**config.mk**
```make
export PLATFORM = sky130hd
export DESIGN_NAME = i2c_slave_regfile
export DESIGN_NICKNAME = d
export VERILOG_FILES = /design/src/rtl/i2c_slave_regfile.sv
export SDC_FILE = /design/constraint.sdc
export NUM_CORES = 1
export LEC_CHECK = 0
export ABC_AREA = 1
export CAP_MARGIN = 20
export CORE_MARGIN = 2
export CORE_UTILIZATION = 33
export CTS_CLUSTER_SIZE = 25
export DETAILED_ROUTE_END_ITERATION = 12
export PLACE_DENSITY = 0.63
export SKIP_LAST_GASP = 1
export SLEW_MARGIN = 15
export SYNTH_ARGS = -nofsm -noshare
export SYNTH_HDL_FRONTEND = slang
export SYNTH_SLANG_ARGS = --single-unit
```
**constraint.sdc**
```tcl
create_clock -name clk -period 2.3 [get_ports clk]
set_input_delay 0.23 -clock clk [delete_from_list [all_inputs] [get_ports clk]]
set_output_delay 0.23 -clock clk [all_outputs]
set_load 0.05 [all_outputs]
```
**src/rtl/i2c_slave_regfile.sv**
```systemverilog
// I2C slave register file: a pointer byte selects a register, following write
// bytes fill successive registers, and reads stream registers out MSB-first
// from the pointer. The pointer auto-increments and wraps at NUM_REGS.
module i2c_slave_regfile #(
  parameter logic [6:0]              I2C_ADDRESS   = 7'd0,
  parameter int                      NUM_REGS      = 4,
  parameter logic [8*NUM_REGS-1:0]   DEFAULT_VALUE = '0,
  localparam int                     PW            = $clog2(NUM_REGS)
) (
  input  logic                  clk,
  input  logic                  reset,
  input  logic [19:0]           i2c_interface_rx,
  output logic [1:0]            i2c_interface_tx,
  output logic [8*NUM_REGS-1:0] reg_out,
  output logic                  wr_strobe,
  output logic [PW-1:0]         wr_index,
  output logic                  rd_strobe,
  output logic [PW-1:0]         pointer
);

  typedef enum logic [1:0] {IDLE, PTR, WR, RD} state_t;

  // Frontend bundle fields
  logic       rx_stop, rx_content, content_strobe, pkt_read_wr, pkt_addressed;
  logic [7:0] bit_count;
  logic [6:0] pkt_address;
  assign {rx_stop, rx_content, content_strobe, bit_count, pkt_address,
          pkt_read_wr, pkt_addressed} = i2c_interface_rx;

  state_t                      state_q;
  logic                        dev_addr_q;
  logic [7:0]                  shift_q;
  logic [PW-1:0]               pointer_q;
  logic [PW-1:0]               wr_index_q;
  logic                        wr_strobe_q, rd_strobe_q;
  logic [NUM_REGS-1:0][7:0]    regs_q;

  logic       dev_addressed;
  logic       boundary;
  logic [7:0] byte_d;
  logic       tx_content, ack;

  assign dev_addressed = pkt_addressed && (pkt_address == I2C_ADDRESS);
  // The bit arriving with bit_count[2:0]==7 is the LSB of the byte.
  assign boundary      = content_strobe && (bit_count[2:0] == 3'd7);
  assign byte_d        = {shift_q[6:0], rx_content};

  // Transaction FSM, pointer, register array and strobes
  always_ff @(posedge clk or posedge reset) begin
    if (reset) begin
      state_q     <= IDLE;
      dev_addr_q  <= 1'b0;
      shift_q     <= 8'h00;
      pointer_q   <= '0;
      wr_index_q  <= '0;
      wr_strobe_q <= 1'b0;
      rd_strobe_q <= 1'b0;
      regs_q      <= DEFAULT_VALUE;
    end else begin
      dev_addr_q  <= dev_addressed;
      wr_strobe_q <= 1'b0;
      rd_strobe_q <= 1'b0;
      if (!dev_addressed || rx_stop) begin
        // Stop or loss of address abandons any partial byte.
        state_q <= IDLE;
      end else begin
        case (state_q)
          IDLE: if (!dev_addr_q) state_q <= pkt_read_wr ? RD : PTR;
          PTR: if (content_strobe) begin
            shift_q <= byte_d;
            if (boundary) begin
              pointer_q <= byte_d[PW-1:0];
              state_q   <= WR;
            end
          end
          WR: if (content_strobe) begin
            shift_q <= byte_d;
            if (boundary) begin
              regs_q[pointer_q] <= byte_d;
              wr_strobe_q       <= 1'b1;
              wr_index_q        <= pointer_q;
              pointer_q         <= pointer_q + PW'(1);
            end
          end
          RD: if (boundary) begin
            pointer_q   <= pointer_q + PW'(1);
            rd_strobe_q <= 1'b1;
          end
          default: state_q <= IDLE;
        endcase
      end
    end
  end

  // Read data comes straight from the addressed register; released bus otherwise.
  assign tx_content = (state_q == RD) ? regs_q[pointer_q][3'd7 - bit_count[2:0]] : 1'b1;
  // Never ACK in a read's master ACK slot; hold the line released during reset.
  assign ack        = dev_addressed && (!pkt_read_wr || (bit_count == 8'd0)) && !reset;

  assign i2c_interface_tx = {tx_content, ack};
  assign reg_out          = regs_q;
  assign wr_strobe        = wr_strobe_q;
  assign wr_index         = wr_index_q;
  assign rd_strobe        = rd_strobe_q;
  assign pointer          = pointer_q;

endmodule
```
* Yosys cells after proc, flatten, opt, wreduce, memory -nomap -nowiden
Index checks and enable logic that the tools add are counted.
** Storage, ports and cells
- Bits in registers :: 48
- Input port bits :: 22
- Output and inout bits :: 40
- Word-level logic and storage cells :: 72
** Cells by class
- $add $sub $neg :: 2
- Magnitude comparators :: 3
- Eq/ne operators :: 10
- Mux-type cells :: 25
- Bitwise logic cells :: 1
- Reductions and logical operators :: 20
** Operators by type and width (number)
- bitwise mux 32 bit :: 1
- 2-to-1 mux 2 bit :: 9
- binary-select mux 8 bit (select 2 bit) :: 1
- demux 8 bit (select 2 bit) :: 1
- 2-to-1 mux 8 bit :: 2
- inequality test 3 bit, second input constant :: 3
- zero test 8 bit :: 1
- 2-to-1 mux 1 bit :: 8
- AND reduction 4 bit :: 2
- zero test 7 bit :: 1
- inequality test 2 bit, second input constant :: 3
- case mux 2 bit (3 select lines) :: 1
- nonzero test 3 bit :: 2
- logical AND 1 bit :: 5
- AND reduction 5 bit :: 1
- == test 2 bit, second input constant :: 2
- less-than comparator 3 x 4 -> 1 bit, second input constant :: 1
- case mux 2 bit (2 select lines) :: 1
- binary-select mux 1 bit (select 3 bit) :: 1
- == test 3 bit, second input constant :: 1
- zero test 1 bit :: 3
- less-than comparator 2 x 3 -> 1 bit, second input constant :: 1
- AND reduction 3 bit :: 1
- subtractor 3 bit, first input constant :: 1
- other kinds (7) :: 8

* Logic depth before layout (Yosys ltp)
- Depth after elaboration :: 6
- Depth in mapped cells :: 11

* Worst setup path after synthesis
No wires, ideal clock.
- Path kind :: flip-flop to output port
- Start :: reg pointer_q[0], in the netlist pointer[0]
- End :: out i2c_interface_tx[1]
- Arrival time :: 1.800 ns
- Data required time :: 2.070 ns
- Slack :: 0.270 ns
- Cell stages (with the launch flop) :: 12
- Path buffers :: 3
- Cell sequence :: dfrtp_1 -> buf_2 -> inv_2 -> buf_2 -> nand2_1 -> nand3_1 -> nand3_1 -> nand2_1 -> nand2_1 -> nand2_1 -> o21ai_1 -> buf_4
** Between the ends
- Cells in the longest elaborated chain, start to end :: 5
** RTL lines
- start, declared :: RTL line 33 : logic [PW-1:0] pointer_q;
- start signal, assigned :: RTL line 72 : pointer_q <= byte_d[PW-1:0];
- start signal, assigned :: RTL line 82 : pointer_q <= pointer_q + PW'(1);
- start signal, assigned :: RTL line 86 : pointer_q <= pointer_q + PW'(1);
- binary-select mux 8 bit (select 2 bit) :: RTL line 96 : assign tx_content = (state_q == RD) ? regs_q[pointer_q][3'd7 - bit_count[2:0]] : 1'b1;
- 2-to-1 mux 8 bit (not written as such) :: RTL line 96
- binary-select mux 1 bit (select 3 bit) :: RTL line 96
- 2-to-1 mux 1 bit (not written as such) :: RTL line 96
- 2-to-1 mux 1 bit :: RTL line 96
- end, declared :: RTL line 13 : output logic [1:0] i2c_interface_tx,
No other way between the ends. The select of a mux whose other input is x is not followed.

* Final worst setup path
Same ends and word-level chain as after synthesis.

==> flow_summary.toml <==
[outcome]
outcome = "complete, no violations"

[clocking]
root_buffer = "clkbuf_8"
insertion_delay_ps = 300
cts_hold_buf = 0
cts_sinks = 48
cts_buffer_depth = 2
numCtsBuffers = 5
cts_tree = "yes"
cts_htree_levels = 2
clkTransAtPathRegs_ps = 90

[placed_design]
place_hpwl_microns = 4840
port_buffers = 61
globalplace.congestion = 0.810
post-place-cells = 468
place_ws_ps = 308

[sta]
max_freq_mhz = 481
rsz0062_at_grt = "false"
maxSlewViolCount = 0
fin_crit_ps = 2080
fin_skew_ps = 6.96
setup_viol = 0
tightest_slew_ps = 620
setup_ws_ps = 221
hold_viol = 0
slew_headroom = 0.587
period_share = 0.904
hold_ws_ps = 443
tns_ps = 0

[logic_synthesis]
yosys_warnings = 0
postSynthAreaPerCell_sq_um = 8.09
synth_fp_nets = 344
synth_cell_types = 26
syn_area_sq_um = 2540
synth_cells = 314
ys_seq_area_frac = 0.473
synth-seq-cells = 48

[detailed_routing]
dr.pass1.iters = 4
wirelength_microns = 6530
drt_iter0_markers = 117
via_per_inst = 4.61
wire_per_inst_microns = 13.7
drc = 0
final_antenna_net_count = 0
via_count = 2194

[setup_path]
critPathBufInv = 2
path_cells = "buf_6 -> nand2_1 -> nand3_1 -> nand3_1 -> nand2_1 -> nand2_1 -> nand2_1 -> o21ai_1 -> buf_12"
arrival_ps = 1850
critPathMaxFanout = 20
cp_top_family = "simple AND/OR/NAND/NOR gates"
crit_path_start_kind = "flip-flop"
slowest_delay_ps = 420
path_class = "reg2out"
end_kind = "output pin"
crit_slowest_cell = "dfrtp_1"
worstPathRequired_ps = 2070
path_common_cell = "nand2_1"

[floorplanning]
die_width_microns = 91.7
core_sq_um = 7370
start_util = 0.345
die_area_sq_um = 8410
die_h_microns = 91.7
io_pins = 62
rows = 31

[global_route]
antenna_found_initial = 0
grt_max_degree = 49
grt_pass1_vias = 2163
grt_first_pass_wirelength_microns = 11000
grt_overflow = 0
track_usage = 0.165

[power_and_ir_drop]
total_power_w = 0.00143
ir_worst_vdd_mv = 0.200
power_leakage_nw = 1.51
power_density_nw_per_um2 = 428

[run]
cap_violations = 0

[hold_path]
min_path_type = "in2async"

[cells_and_area]
drive_gt1_frac = 0.0849
final_cell_mix = "107 x nand2_1, 59 x clkdlybuf4s50_1, 48 x dfrtp_1"
antenna_cells = 0
fin_cells = 476
area_delta_synth_final_pct = 31.5
fin_nets = 406
final_common_cell = "nand2_1"
-- cell families after synthesis --
group | count (synthesis) | synth area share
AND/OR/NAND/NOR | 149 | 0.273
buffers and inverters | 58 | 0.102
AO/OA/AOI/OAI | 51 | 0.112
flip-flops | 48 | 0.473
adder cells (fa/ha/maj) | 8 | 0.0394
-- cell usage after synthesis --
library cell  count  area share
nor2_2            1      0.0025
inv_1            45       0.067
dfrtp_1          48        0.47
nor3b_1           1      0.0030
nor2_8            1      0.0079
nand2_4           1      0.0044
a21oi_1           5      0.0099
clkbuf_1          1      0.0015
nand2_1         107        0.16
nand4_1           2      0.0049
nand3_2           1      0.0039
o21ai_1          25       0.049
o21ai_2           8       0.028
buf_2             4      0.0079
nand3_1          21       0.041
clkinv_1          1      0.0015
inv_2             1      0.0015
o21ai_0          13       0.026
nor2_1            7       0.010
buf_6             4       0.018
buf_4             2      0.0059
ha_1              8       0.039
nand3_4           4       0.028
nor3_1            1      0.0020
nor2_4            1      0.0044
nor4_1            1      0.0025
-- layer usage --
layer,vias to the layer above,share of wire,global-route usage
met1,1034,0.47,0.228
met5,-,0,0
met3,6,0.044,0.0312
li1,1104,-,-
met4,0,0.014,0.0622
met2,50,0.47,0.256
-- tightest hold or removal path: cells and delay by family --
family,cells,cell delay (ps)
buffers and inverters,3,990
-- power breakdown --
part           switching, W  leakage [nW]  internal (W)
Clock              0.000284        0.0424      0.000218
Combinational     0.0000421         0.807     0.0000416
Sequential     0.0000000796         0.661      0.000843
Total              0.000326          1.51       0.00110
-- worst paths after layout --
path,cells after the start,slack [ps],to,from
worst max-delay path,9,220,i2c_interface_tx[1],pointer[0]
worst min-delay path,3,440,wr_index[1],reset
worst max register to register,7,650,pointer[0],state_q[0]
worst min register to register,2,490,shift_q[4],shift_q[4]
max in group asynchronous,3,1420,reg_out[16],reset
min in group clk,2,490,shift_q[4],shift_q[4]
-- metrics by stage --
| stage | instance area [sq um] | utilization |
|---|---|---|
| CTS | 3330 | 0.452 |
| global placement | 3250 | 0.441 |
| floorplan | 2540 | - |
| finish | 3340 | 0.453 |
| global route | 3340 | 0.453 |
| detailed placement | 3250 | 0.441 |
-- cell type report --
class                      instances  area (sq um)
multi-input combinational        208          1080
inverter                          47           179
clock inverter                     1          8.76
clock buffer                       7          76.3
timing repair buffer              66           672
sequential                        48          1200
tap                               99           124
fill                             747          4030
-- flip-flops by register name, summed over array words and instances (netlist names) --
signal,count
rd_strobe,1
wr_index,2
wr_strobe,1
shift_q,7
dev_addr_q,1
pointer,2
state_q,2
reg_out,32
-- timing repair --
action	in CTS	in global routing
endpoints found under the hold margin	0	0
endpoints found under the setup margin	0	1
setup buffers	0	0
resized for setup	0	3
No activity file was read; power rests on OpenSTA's default activity.
